===== src/rtl/matrix_pkg.sv =====
// Shared constants, scan FSM states and the row-select helper for the 8x8 matrix scanner.
package matrix_pkg;

    localparam int ROWS   = 8;
    localparam int COLS   = 8;
    localparam int WORD_W = 16;
    localparam int ROW_W  = $clog2(ROWS);

    typedef enum logic [1:0] {
        IDLE,
        LOAD,
        SHIFT,
        DWELL
    } scan_state_t;

    // Active-low one-hot-zero row select: only the selected row's bit is 0.
    function automatic logic [ROWS-1:0] row_select(input logic [ROW_W-1:0] row);
        return ~(ROWS'(1) << row);
    endfunction

endpackage


===== src/rtl/matrix_fb.sv =====
// Double frame buffer: writes land in the back bank, reads come from the front bank,
// and a swap only flips the front-select bit (nothing is copied).
module matrix_fb
    import matrix_pkg::*;
(
    input  logic             clk,
    input  logic             reset,
    input  logic             wr_en,
    input  logic [ROW_W-1:0] wr_row,
    input  logic [COLS-1:0]  wr_data,
    input  logic [ROW_W-1:0] rd_row,
    output logic [COLS-1:0]  rd_data,
    input  logic             swap,
    output logic             front_sel
);

    logic [COLS-1:0] bank0 [ROWS];
    logic [COLS-1:0] bank1 [ROWS];

    always_ff @(posedge clk or posedge reset) begin
        if (reset) begin
            front_sel <= 1'b0;
            for (int i = 0; i < ROWS; i++) begin
                bank0[i] <= '0;
                bank1[i] <= '0;
            end
        end else begin
            // A write and a swap on the same edge both use the pre-swap back bank.
            if (wr_en) begin
                if (front_sel) begin
                    bank0[wr_row] <= wr_data;
                end else begin
                    bank1[wr_row] <= wr_data;
                end
            end
            if (swap) begin
                front_sel <= ~front_sel;
            end
        end
    end

    assign rd_data = front_sel ? bank1[rd_row] : bank0[rd_row];

endmodule


===== src/rtl/matrix_scan_ctrl.sv =====
// Row-multiplexed LED matrix scanner: loads one row word into an external shift driver,
// holds the row for a scaled dwell time, and swaps double buffers at frame boundaries.
module matrix_scan_ctrl
    import matrix_pkg::*;
#(
    parameter int DWELL_BASE = 1024
) (
    input  logic        clk,
    input  logic        reset,
    input  logic [1:0]  refresh_speed,
    input  logic        wr_valid,
    output logic        wr_ready,
    input  logic [2:0]  wr_row,
    input  logic [7:0]  wr_data,
    input  logic        swap_req,
    output logic        swap_ack,
    input  logic        shift_ready,
    output logic        shift_start,
    output logic [15:0] shift_word,
    input  logic        shift_done,
    output logic [2:0]  row_idx,
    output logic        frame_tick
);

    localparam int CNT_W = $clog2(DWELL_BASE + 1) + 3;

    scan_state_t      state_q;
    scan_state_t      state_d;
    logic [CNT_W-1:0] dwell_cnt;
    logic             pending;
    logic             start_row;
    logic             enter_dwell;
    logic             row_end;
    logic             frame_end;
    logic             swap_now;
    logic [7:0]       front_data;
    logic             front_sel;

    matrix_fb u_fb (
        .clk       (clk),
        .reset     (reset),
        .wr_en     (wr_valid && wr_ready),
        .wr_row    (wr_row),
        .wr_data   (wr_data),
        .rd_row    (row_idx),
        .rd_data   (front_data),
        .swap      (swap_now),
        .front_sel (front_sel)
    );

    always_ff @(posedge clk or posedge reset) begin
        if (reset) begin
            state_q <= IDLE;
        end else begin
            state_q <= state_d;
        end
    end

    always_comb begin
        state_d     = state_q;
        start_row   = 1'b0;
        enter_dwell = 1'b0;
        row_end     = 1'b0;
        case (state_q)
            IDLE: state_d = LOAD;
            LOAD: begin
                if (shift_ready) begin
                    start_row = 1'b1;
                    state_d   = SHIFT;
                end
            end
            SHIFT: begin
                if (shift_done) begin
                    enter_dwell = 1'b1;
                    state_d     = DWELL;
                end
            end
            DWELL: begin
                if (dwell_cnt == '0) begin
                    row_end = 1'b1;
                    state_d = LOAD;
                end
            end
            default: state_d = IDLE;
        endcase
    end

    assign frame_end = row_end && (row_idx == 3'(ROWS - 1));
    assign swap_now  = frame_end && pending;

    // Dwell counts N..0, so a row stays lit for N+1 cycles after its shift completes.
    always_ff @(posedge clk or posedge reset) begin
        if (reset) begin
            shift_start <= 1'b0;
            shift_word  <= WORD_W'(16'h00FF);
            dwell_cnt   <= '0;
            row_idx     <= '0;
            frame_tick  <= 1'b0;
            swap_ack    <= 1'b0;
            wr_ready    <= 1'b0;
            pending     <= 1'b0;
        end else begin
            shift_start <= start_row;
            if (start_row) begin
                shift_word <= {front_data, row_select(row_idx)};
            end
            if (enter_dwell) begin
                dwell_cnt <= CNT_W'(DWELL_BASE) << refresh_speed;
            end else if (state_q == DWELL && dwell_cnt != '0) begin
                dwell_cnt <= dwell_cnt - CNT_W'(1);
            end
            if (row_end) begin
                row_idx <= row_idx + 3'd1;
            end
            frame_tick <= frame_end;
            swap_ack   <= swap_now;
            wr_ready   <= !swap_now;
            // A request arriving on the swap edge is kept for the following frame.
            pending    <= swap_now ? swap_req : (pending | swap_req);
        end
    end

endmodule


===== config.mk =====
export PLATFORM = sky130hd
export DESIGN_NAME = matrix_scan_ctrl
export DESIGN_NICKNAME = d
export VERILOG_FILES = /design/src/rtl/matrix_pkg.sv /design/src/rtl/matrix_fb.sv /design/src/rtl/matrix_scan_ctrl.sv
export SDC_FILE = /design/constraint.sdc
export NUM_CORES = 1
export LEC_CHECK = 0
export ABC_AREA = 1
export BUFFER_PORTS_ARGS = -buffer_cell sky130_fd_sc_hd__buf_4
export CAP_MARGIN = 20
export CORE_MARGIN = 4
export CORE_UTILIZATION = 50
export DETAILED_ROUTE_END_ITERATION = 6
export GPL_TIMING_DRIVEN = 0
export MAX_ROUTING_LAYER = met4
export PLACE_DENSITY = 0.7
export SLEW_MARGIN = 40
export SYNTH_ARGS = -nofsm -noshare
export SYNTH_HDL_FRONTEND = slang
export SYNTH_SLANG_ARGS = --single-unit

===== constraint.sdc =====
create_clock -name clk -period 5.42 [get_ports clk]
set_input_delay 0.813 -clock clk [delete_from_list [all_inputs] [get_ports clk]]
set_output_delay 0.813 -clock clk [all_outputs]
set_load 0.02 [all_outputs]

==> impl_results.md, run 1 <==
* Worst Skew at about 0.0075 ns
* Yosys reg bits at 169
* Mapped cell area at 8040 um2
* Total grt overflow at 0
* RSZ-0062 raised after global routing: false
* Worst Setup Start Kind: flop
* Mean Syn Cell Area at 8.09 um2
* DR WL met3 at ~1700 um
* Crit end category: flop
* Worst reg2reg startpoint: row_idx[0]
* Sequential fraction of the synthesis area at between 50% and 60%
* # clock sinks at 169
* Diodes inserted at 0
* CP arrival at 2.46 ns
* Cell Chain, Critical Path: buf_2 > clkbuf_1 > nand2_1 > nand3_1 > nand3_1 > nand2_1 > nand2_1 > nand2_1 > nand2_1 > nand2_1
* # rows at 46
* Wl on met1 at about 10000 um
* Max transition margin at around 48%
* Vias at 7,019
* Post-route setup TNS at 0 ns
* Gpl congestion at 0.926
* Max capacitance violation total at 0
* Cts hold-fix bufs at 0
* Commonest cells after routing, fill and taps aside: nand2_1 (371), dfrtp_1 (161), o21ai_0 (120), nand3_1 (108), inv_1 (45)
* Power Density at 436 nW/um2
* Clock slew at the register clock pins of the worst setup and hold paths at approximately 0.060 ns
* Post-synthesis net count at 1,023
* Core ar. at 15,800 um2
* Tmin final at 2.09 ns
* Routed len/inst at between 15 and 20 um
* GRT Total Usage at approximately a quarter
* Die X at 135 um
* Critical Path Max Stage Delay at 0.51 ns
* VDD IR max at 230 uV
* Fillers at approximately 1,500
* Total wire length at 22,000 um
* Initial antenna violation count at 0
* Input/output buffers at a little over 40
* P&R area growth vs syn at 14.7%
* Post-synthesis cell count at between 900 and 1,000
* Clk root buf: clkbuf_16
* Cell Count Post-Placement at 1,253
* Worst Setup SP: row_idx[0]
* Max Fanout on Critical Path at 10
* Wire length on met2 at just over 10,000 um
* Placement Cell Area at 8680 um2
* Post-route insts no fill at 1,284
* Post-CTS sizing at 0
* Initial drt markers at between 600 and 700
* Area of all placed cells without fillers at 9220 um2
* NumNets Final at 1,085
* Largest net degree at the start of global routing at 63
* Die H at 135 um
* First-pass GRT wire length at 35,300 um
* Most used cell along the critical path: nand2_1
* HPWL after DPL at 15,400 um
* IO Pins at 42
* Warnings from Yosys at 0
* Worst-Skew Late Latency at 0.43 ns
* Run status: finished, final reports clean
* Required time worst endpoint at around 5.8 ns
* Crit-path slowest cell: clkbuf_1
* Most common cell after layout, fill and taps aside: nand2_1
* CTS max path bufs at 2
* Vias in the first global route at ~6,500
* Synth unique cells at 30
* CTS tree: yes
* Residual DRC at 0
* Worst slew pin tran at 0.776 ns
* Initial core utilization at 50.8%
* Detailed Routing Iterations Pass 1 at 5
* Via-to-Cell Ratio at 5.47
* Setup repair bufs after CTS at 0
* Final Cycle Share at 38.6%
* Hold Fails Final Rpt at 0
* Share of layout cells above drive strength 1 at approximately an eighth
* Setup violations, final at 0
* Final core area utilization at 58.2%
* Cts bufs inserted at 17
* Final Max Slew Viols at 0
* Max Fclk at 0.478 GHz
* Crit Path Class: flop to flop
* Die ar. at ~18,000 um2
* CTS HTree Levels at 4
* Worst hold path class: input pin to async pin
* Leakage Power at between 0.004 and 0.005 uW
* Post-route ant nets at 0
* Max layer used: met4
where the power goes:
group | switching (uW) | total, uW | internal [uW]
combinational | 856 | 1300 | 442
clock | 483 | 1130 | 648
sequential | 128 | 1590 | 1460
logic make-up after synthesis:
group | count (synthesis) | synth area share, %
AND/OR/NAND/NOR | 550 | 28.7
flip-flops | 169 | 52.7
AO/OA/AOI/OAI | 158 | 10.4
buffers and inverters | 104 | 6.24
adder cells (fa/ha/maj) | 10 | 1.56
XOR/XNOR | 3 | 0.327
final cells by class:
cell class,instances,area [um2],area share (%)
inverters,49,191,2.08
flip-flops and latches,169,4240,46.0
repair buffers,43,363,3.94
plain buffers,55,318,3.45
clock inverters,9,75.1,0.814
well taps,216,270,2.93
multi-input cells,721,3300,35.8
clock buffers,22,464,5.04
through the flow:
step	power [uW]	hold WS (ns)	worst slack (ns)
6_report	4020	0.386	3.33
5_1_grt	4270	0.412	3.19
4_1_cts	4030	0.398	3.38
3_5_place_dp	2900	0.473	3.25
3_3_place_gp	2870	0.466	-1.90
2_1_floorplan	2500	0.453	0.0452
registers in the layout (all words and copies together) (netlist names):
register and count:
shift_word 16, u_fb.front_sel 1, state_q 2, swap_ack 1, row_idx 3, dwell_cnt 14
frame_tick 1, wr_ready 1, pending 1, shift_start 1, u_fb.bank0 64, u_fb.bank1 64
worst paths after layout:
check / endpoint / slack (ns) / depth (start not counted)
worst max register to register: shift_word[12] / 3.33 / 10
worst min-delay path: u_fb.bank1[19] / 0.39 / 2
worst min register to register: u_fb.bank1[63] / 0.49 / 2
max in group asynchronous: shift_word[15] / 4.09 / 4
worst max-delay path: shift_word[12] / 3.33 / 10
min in group clk: u_fb.bank1[63] / 0.49 / 2
routing by layer:
metal  vias to the layer above  track usage, %
li1                       3347               -
met1                      3367            36.8
met2                       267            38.5
met3                        38            4.99
met4                         0            7.86
met5                         -               -
worst max-delay path, delay by kind of cell, from the launching register on:
kind / cells / cell delay, ns
flip-flops: 1 / 0.48
AND/OR/NAND/NOR: 8 / 0.74
buffers and inverters: 2 / 0.82
synth_stat cells, drive strengths merged:
cell type	instances	area share (%)
xor2	2	0.22
o31ai	2	0.19
a21oi	21	1.3
dfrtp	161	50
nand4	6	0.47
dfstp	8	2.6
inv	48	2.2
o21ai	128	8.3
a31oi	6	0.47
nand2	375	18
buf	32	2.9
nand3	109	6.8
nand3b	1	0.093
ha	10	1.6
clkbuf	23	1.1
o21bai	1	0.093
clkinv	1	0.047
nor3	12	1.0
nor2	46	2.5
and2	1	0.078
xnor2	1	0.11
Note: power is estimated with default switching activity, not from simulation.
==> run 2: changes to the inputs <==
- ABC_AREA: 1 -> 0
- clock period: 5.42 -> 1.8 ns (I/O delays scaled with it)
==> run 2 against run 1 <==
The run now ends with setup timing left. Area after synthesis down 1.5%. Via count down 20%. Final area up 6.5%. Non-clock buffer count up 14. Worst hold slack worse by 0.33 ns. Sequential power rose to 3.1 times the previous value. Combinational power up 150%. Critical path type unchanged.
==> impl_results.md, run 2 <==
* Run status: finished with violations
* Share of the synthesized area in the top cell type at 50.9% (+0.76 points)
* Final Cycle Share at 109% (+70 points)
* PnR worst setup slack at -0.162 ns (-3.49 ns)
* Gpl congestion at 0.901 (-2.7%)
* Required time worst endpoint at 2.11 ns (-3.67 ns)
* Max Fanout on Critical Path at 7 (-3)
* Leakage Power at 0.00428 uW (-4.3%)
* CTS tree: yes
* Residual DRC at 0 (unchanged)
* Core ar. at 15,400 um2 (-2.9%)
* Sequential cell area at 4250 um2 (+0.24%)
* Top post-synthesis cells by area: dfrtp_1 (51%), mux2_2 (18%), mux2i_1 (8.6%), dfstp_2 (2.7%), a22oi_1 (2.3%)
* Hold slack at 0.0590 ns (-0.327 ns)
* Crit end category: flop
* Worst slew pin tran at 0.735 ns (-0.0408 ns)
* Mean Syn Cell Area at 12.4 um2 (+54%)
* Max Fclk at 0.510 GHz (+6.7%)
* CTS HTree Levels at 4 (unchanged)
* Failing checks: setup timing
* Tmin final at 1.96 ns (-0.131 ns)
* Worst hold path class: input pin to flop
* Synth unique cells at 45 (+50%)
* IO Pins at 42 (unchanged)
* Final core area utilization at 63.9% (+5.6 points)
* Routed len/inst at 21.3 um (+25%)
* CTS max path bufs at 2 (unchanged)
* NumNets Final at 759 (-30%)
* Area of the multi-input gates at 3720 um2 (+13%)
* Initial antenna violation count at 0 (unchanged)
* Post-synthesis cell count at 637 (-36%)
* Vias at 5,626 (-20%)
* Most common cell after layout, fill and taps aside: dfrtp_1
* Clk root buf: clkbuf_16
* VDD IR max at 778 uV (+240%)
* Detailed Routing Iterations Pass 1 at 5 (unchanged)
* Placement Cell Area at 8700 um2 (+0.23%)
* Max transition margin at 51.0% (+2.7 points)
* Mapped cell area at 7920 um2 (-1.5%)
* # clock sinks at 169 (unchanged)
* Input/output buffers at 41 (unchanged)
* Crit Path Class: flop to flop
* Max capacitance violation total at 0 (unchanged)
* Cts bufs inserted at 17 (unchanged)
* Initial drt markers at 398 (-37%)
* Post-synth ARST share at 100% (unchanged)
* Largest net degree at the start of global routing at 27 (-57%)
* Vias in the first global route at 5,860 (-10%)
* Diodes inserted at 0 (unchanged)
* Yosys reg bits at 169 (unchanged)
* Worst Skew at 0.0100 ns (+0.00257 ns)
* Leading area contributor after synthesis: dfrtp_1
* Total grt overflow at 0 (unchanged)
* Top cells by count, synth: dfrtp_1 (161), mux2_2 (128), mux2i_1 (68)
* Power Density at 1180 nW/um2 (+170%)
* Fillers at 1,104 (-25%)
* Commonest cells after routing, fill and taps aside: dfrtp_1 (153), mux2_2 (128), buf_4 (72), mux2i_1 (68), nand2_1 (29)
* Number of synthesized flops with an enable pin at 0 (unchanged)
* First-pass GRT wire length at 32,300 um (-8.6%)
* P&R area growth vs syn at 24.0%
* Overall power at 11,600 uW (+190%)
* Post-route setup TNS at -0.521 ns (-0.521 ns)
* Area of all placed cells without fillers at 9820 um2 (+6.5%)
* Largest registers: u_fb.bank0 x64, u_fb.bank1 x64, shift_word x16
* RSZ-0062 raised after global routing: true
* Final Max Slew Viols at 0 (unchanged)
* Post-route ant nets at 0 (unchanged)
* HPWL after DPL at 13,800 um (-10%)
* Total wire length at 20,300 um (-7.5%)
* Synth Flop Type: dfrtp_1
* GRT Total Usage at 24.2% (-1.8 points)
* Die X at 134 um (-0.71%)
* Hold Fails Final Rpt at 0 (unchanged)
* Most frequent cell after synthesis: dfrtp_1
* Die H at 134 um (-0.71%)
* Sequential fraction of the synthesis area at 53.5% (+0.80 points)
* Post-synthesis net count at 666 (-35%)
* Setup violations, final at 4 (+4)
* Clock slew at the register clock pins of the worst setup and hold paths at 0.06 ns (about the same)
* Warnings from Yosys at 0 (unchanged)
* Worst-Skew Late Latency at 0.43 ns (about the same)
* Share of layout cells above drive strength 1 at 43.4% (+31 points)
* Via-to-Cell Ratio at 5.90 (+8.0%)
* # rows at 45 (-2.2%)
* Die ar. at 17,900 um2 (-1.4%)
* Worst Setup Start Kind: flop
* CP arrival at 2.28 ns (-0.18 ns)
* Initial core utilization at 51.5% (+0.73 points)
## run 2: cell types whose count changed in the layout (fill, tap and decap cells not counted), sizes merged, moves of 14 or more
cell,before,now
mux2,0,129
nor2,46,23
buf,75,89
nand2,375,31
mux2i,0,68
nand3,109,11
a22oi,0,24
inv,48,15
o21ai,128,13
nand4,6,20
## run 2: final cells by class
class                      instances  area share [%]
sequential                       169            43.3
multi-input combinational        415            37.9
timing repair buffer              80            7.78
clock buffer                      22            4.83
tap                              211            2.69
buffer                            32            1.95
clock inverter                     9           0.943
inverter                          15           0.612
## run 2: stage by stage
stage / worst slack (ns) / std cells
6_report: -0.162 / 953
5_1_grt: -0.204 / 953
4_1_cts: -0.148 / 937
3_5_place_dp: -0.532 / 896
3_3_place_gp: -1.49 / 889
2_1_floorplan: -0.618 / 637
## run 2: worst paths after layout
| kind | startpoint | slack [ns] | depth (start not counted) | end |
|---|---|---|---|---|
| setup / recovery | dwell_cnt[8] | -0.16 | 4 | row_idx[1] |
| max in group asynchronous | reset | 0.46 | 6 | dwell_cnt[1] |
| hold / removal | swap_req | 0.06 | 2 | pending |
| setup reg to reg | dwell_cnt[8] | -0.16 | 4 | row_idx[1] |
| hold reg to reg | shift_word[12] | 0.48 | 2 | shift_word[12] |
| min in group asynchronous | reset | 0.45 | 3 | shift_word[11] |
## run 2: worst max-delay path, cell delays in order, from the launching register on
cell	delay, ns
dfrtp_2	0.47
or4_4	0.46
or3_4	0.36
or2_4	0.26
mux2_4	0.30
## run 2: where the power goes
part	total (uW)	switching (uW)	internal [uW]	leakage, uW
registers	4890	454	4440	0.00216
logic	3230	1720	1510	0.00185
clock network	3500	1480	2010	0.000269
total	11600	3660	7960	0.00428
## run 2: repair_timing
item,CTS,global route
gates resized for setup,60,48
pin swaps,5,15
setup endpoints to repair,137,127
buffers inserted,14,17
hold endpoints to repair,13,0
hold buffers,1,0
## run 2: layer usage
layer	wire, um	vias up	global-route usage (%)
li1	-	2525	-
met1	8840	2854	31.9
met2	9810	206	38.1
met3	1230	41	5.40
met4	442	0	7.09
met5	0	-	-
## run 2: logic make-up (layout without fill, tap and decap cells)
| group | after synthesis | after routing | share of synthesized area [%] |
|---|---|---|---|
| AO/OA/AOI/OAI | 74 | 74 | 5.91 |
| XOR/XNOR | 2 | 2 | 0.221 |
| adder cells (fa/ha/maj) | 10 | 10 | 1.58 |
| buffers and inverters | 53 | 158 | 2.61 |
| flip-flops | 169 | 169 | 53.5 |
| multiplexers | 197 | 197 | 27.0 |
| AND/OR/NAND/NOR | 132 | 132 | 9.15 |
==> run 3: changes to the inputs <==
- SKIP_LAST_GASP: not set -> 1
==> run 3 against run 2 <==
Global-route usage hardly changed. Largest cell class unchanged. Flip-flop and latch count stayed put. Critical path depth stayed put. Count of clock-buffer cells in the layout stayed put. Combinational power hardly changed. First-iteration DRC count is 9.5% higher. Final area is 0.23% higher. Via count is 0.55% lower. The run still ends with setup timing left. Clock skew hardly changed.
==> impl_results.md, run 3 (synthesis gave the netlist of run 2 again) <==
* VDD IR max at 782 uV (+0.44%)
* Total grt overflow at 0 (unchanged)
* Final Cycle Share at 109% (-0.14 points)
* Worst reg2reg startpoint: dwell_cnt[11]
* CTS HTree Levels at 4 (unchanged)
* Cell-internal power at 7960 uW (about the same)
* Sequential cell area at 4250 um2 (about the same)
* Clock power share at 30.2% (about the same)
* Crit end category: flop
* # clock sinks at 169 (unchanged)
* Switching Share at 31.5% (about the same)
* Hold Crit Start: swap_req
* Die X at 134 um (unchanged)
* Max transition margin at 50.8% (-0.25 points)
* Net Sw Power at 3660 uW (about the same)
* Share of power burned in registers at 42.1% (about the same)
* Max capacitance violation total at 0 (unchanged)
* Routed len/inst at 21.4 um (+0.55%)
* IO Pins at 42 (unchanged)
* Vias at 5,595 (-0.55%)
* Area of all placed cells without fillers at 9840 um2 (+0.23%)
* Run status: finished with violations
* Worst-Skew Late Latency at 0.43 ns (about the same)
* RSZ-0062 raised after global routing: true
* Die ar. at 17,900 um2 (unchanged)
* Most common cell after layout, fill and taps aside: dfrtp_1
* HPWL after DPL at 13,800 um (unchanged)
* Required time worst endpoint at 2.11 ns (about the same)
* GRT Total Usage at 24.2% (-0.025 points)
* P&R area growth vs syn at 24.3%
* Largest registers: u_fb.bank0 x64, u_fb.bank1 x64, shift_word x16
* Hold Fails Final Rpt at 0 (unchanged)
* Max Fanout on Critical Path at 3 (-4)
* Max Fclk at 0.510 GHz (+0.13%)
* Cts bufs inserted at 17 (unchanged)
* Diodes inserted at 0 (unchanged)
* Overall power at 11,600 uW (about the same)
* Total wire length at 20,400 um (+0.23%)
* Worst slew pin tran at 0.739 ns (+0.00382 ns)
* First-pass GRT wire length at 32,200 um (about the same)
* Worst Skew at 0.0105 ns (+0.000489 ns)
* Input/output buffers at 41 (unchanged)
* Tmin final at 1.96 ns (-0.00257 ns)
* PnR worst setup slack at -0.159 ns (+0.00257 ns)
* Initial antenna violation count at 0 (unchanged)
* Power Density at 1180 nW/um2 (-0.21%)
* Residual DRC at 0 (unchanged)
* Worst Setup SP: dwell_cnt[11]
* Fillers at 1,105 (+0.091%)
* Initial core utilization at 51.5% (unchanged)
* Worst hold path class: input pin to flop
* Setup violations, final at 20 (+16)
* NumNets Final at 756 (-0.40%)
* Final core area utilization at 64.0% (+0.15 points)
* Placement Cell Area at 8700 um2 (unchanged)
* # rows at 45 (unchanged)
* Leakage Power at 0.00428 uW (about the same)
* Worst Setup Start Kind: flop
* Final Max Slew Viols at 0 (unchanged)
* Crit Path Class: flop to flop
* Largest net degree at the start of global routing at 27 (unchanged)
* Post-route ant nets at 0 (unchanged)
* Detailed Routing Iterations Pass 1 at 5 (unchanged)
* Failing checks: setup timing
* Core ar. at 15,400 um2 (unchanged)
* Via-to-Cell Ratio at 5.89 (-0.24%)
* Area of the multi-input gates at 3730 um2 (+0.34%)
* CTS max path bufs at 2 (unchanged)
* CTS tree: yes
* Share of layout cells above drive strength 1 at 43.3% (-0.094 points)
* Die H at 134 um (unchanged)
* Clk root buf: clkbuf_16
* Comb power frac at 27.7% (about the same)
* Clock slew at the register clock pins of the worst setup and hold paths at 0.06 ns (about the same)
* Initial drt markers at 436 (+9.5%)
* CP arrival at 2.27 ns (about the same)
* Commonest cells after routing, fill and taps aside: dfrtp_1 (154), mux2_2 (128), buf_4 (68), mux2i_1 (68), nand2_1 (29)
* Gpl congestion at 0.901 (unchanged)
* Pre-CTS setup slack at -0.532 ns (unchanged)
* Vias in the first global route at 5,870 (+0.17%)
## run 3: changes by cell type in the layout (fill, tap and decap cells not counted), sizes merged
cell    previous run  this run
clkbuf            44        43
buf               89        87
## run 3: routing by layer
layer | GRT usage [%] | share of wire [%]
met3 | 5.51 | 6.0
met4 | 7.49 | 2.2
met5 | - | 0
met2 | 38.0 | 49
met1 | 31.7 | 43
## run 3: area by class of cell
type	instances	area share [%]
flip-flops and latches	169	43.2
clock buffers	22	4.82
plain buffers	30	1.88
inverters	15	0.610
repair buffers	79	7.94
clock inverters	9	0.941
well taps	211	2.68
multi-input cells	415	37.9
## run 3: worst max-delay path: stages, from the launching register on
cell     delay, ns
dfrtp_1       0.37
or4_4         0.55
or3_4         0.36
or2_4         0.26
mux2_4        0.30
## run 3: repair_timing
| item | 4_1_cts | 5_1_grt |
|---|---|---|
| gates resized for setup | 56 | 54 |
| hold buffers | 1 | 0 |
| endpoints found under the setup margin | 137 | 127 |
| hold endpoints to repair | 13 | 0 |
| pin swaps | 4 | 16 |
| setup buffers | 14 | 16 |
## run 3: final timing paths
kind,to,slack [ns],cells after the start
max in group asynchronous,dwell_cnt[1],0.46,6
min in group asynchronous,shift_word[11],0.45,3
min reg2reg,shift_word[12],0.49,2
max reg2reg,row_idx[1],-0.16,4
min,pending,0.06,2
max,row_idx[1],-0.16,4
## run 3: power groups by stage
stage	combinational, uW	clock, uW	sequential, uW
after global routing	3500	3720	4960
after floorplan	1540	0	4990
final	3220	3510	4890
after global placement	2320	0	4920
after detailed placement	2460	0	4970
after CTS	2780	3550	4850
## run 3: metrics by stage
step | TNS (ns) | hold slack (ns) | std cells
4_1_cts | -0.813 | 0.0473 | 937
3_5_place_dp | -16.00 | 0.348 | 896
3_3_place_gp | -258.92 | 0.468 | 889
2_1_floorplan | -100.59 | 0.384 | 637
6_report | -0.815 | 0.0579 | 950
5_1_grt | -2.90 | 0.0845 | 950
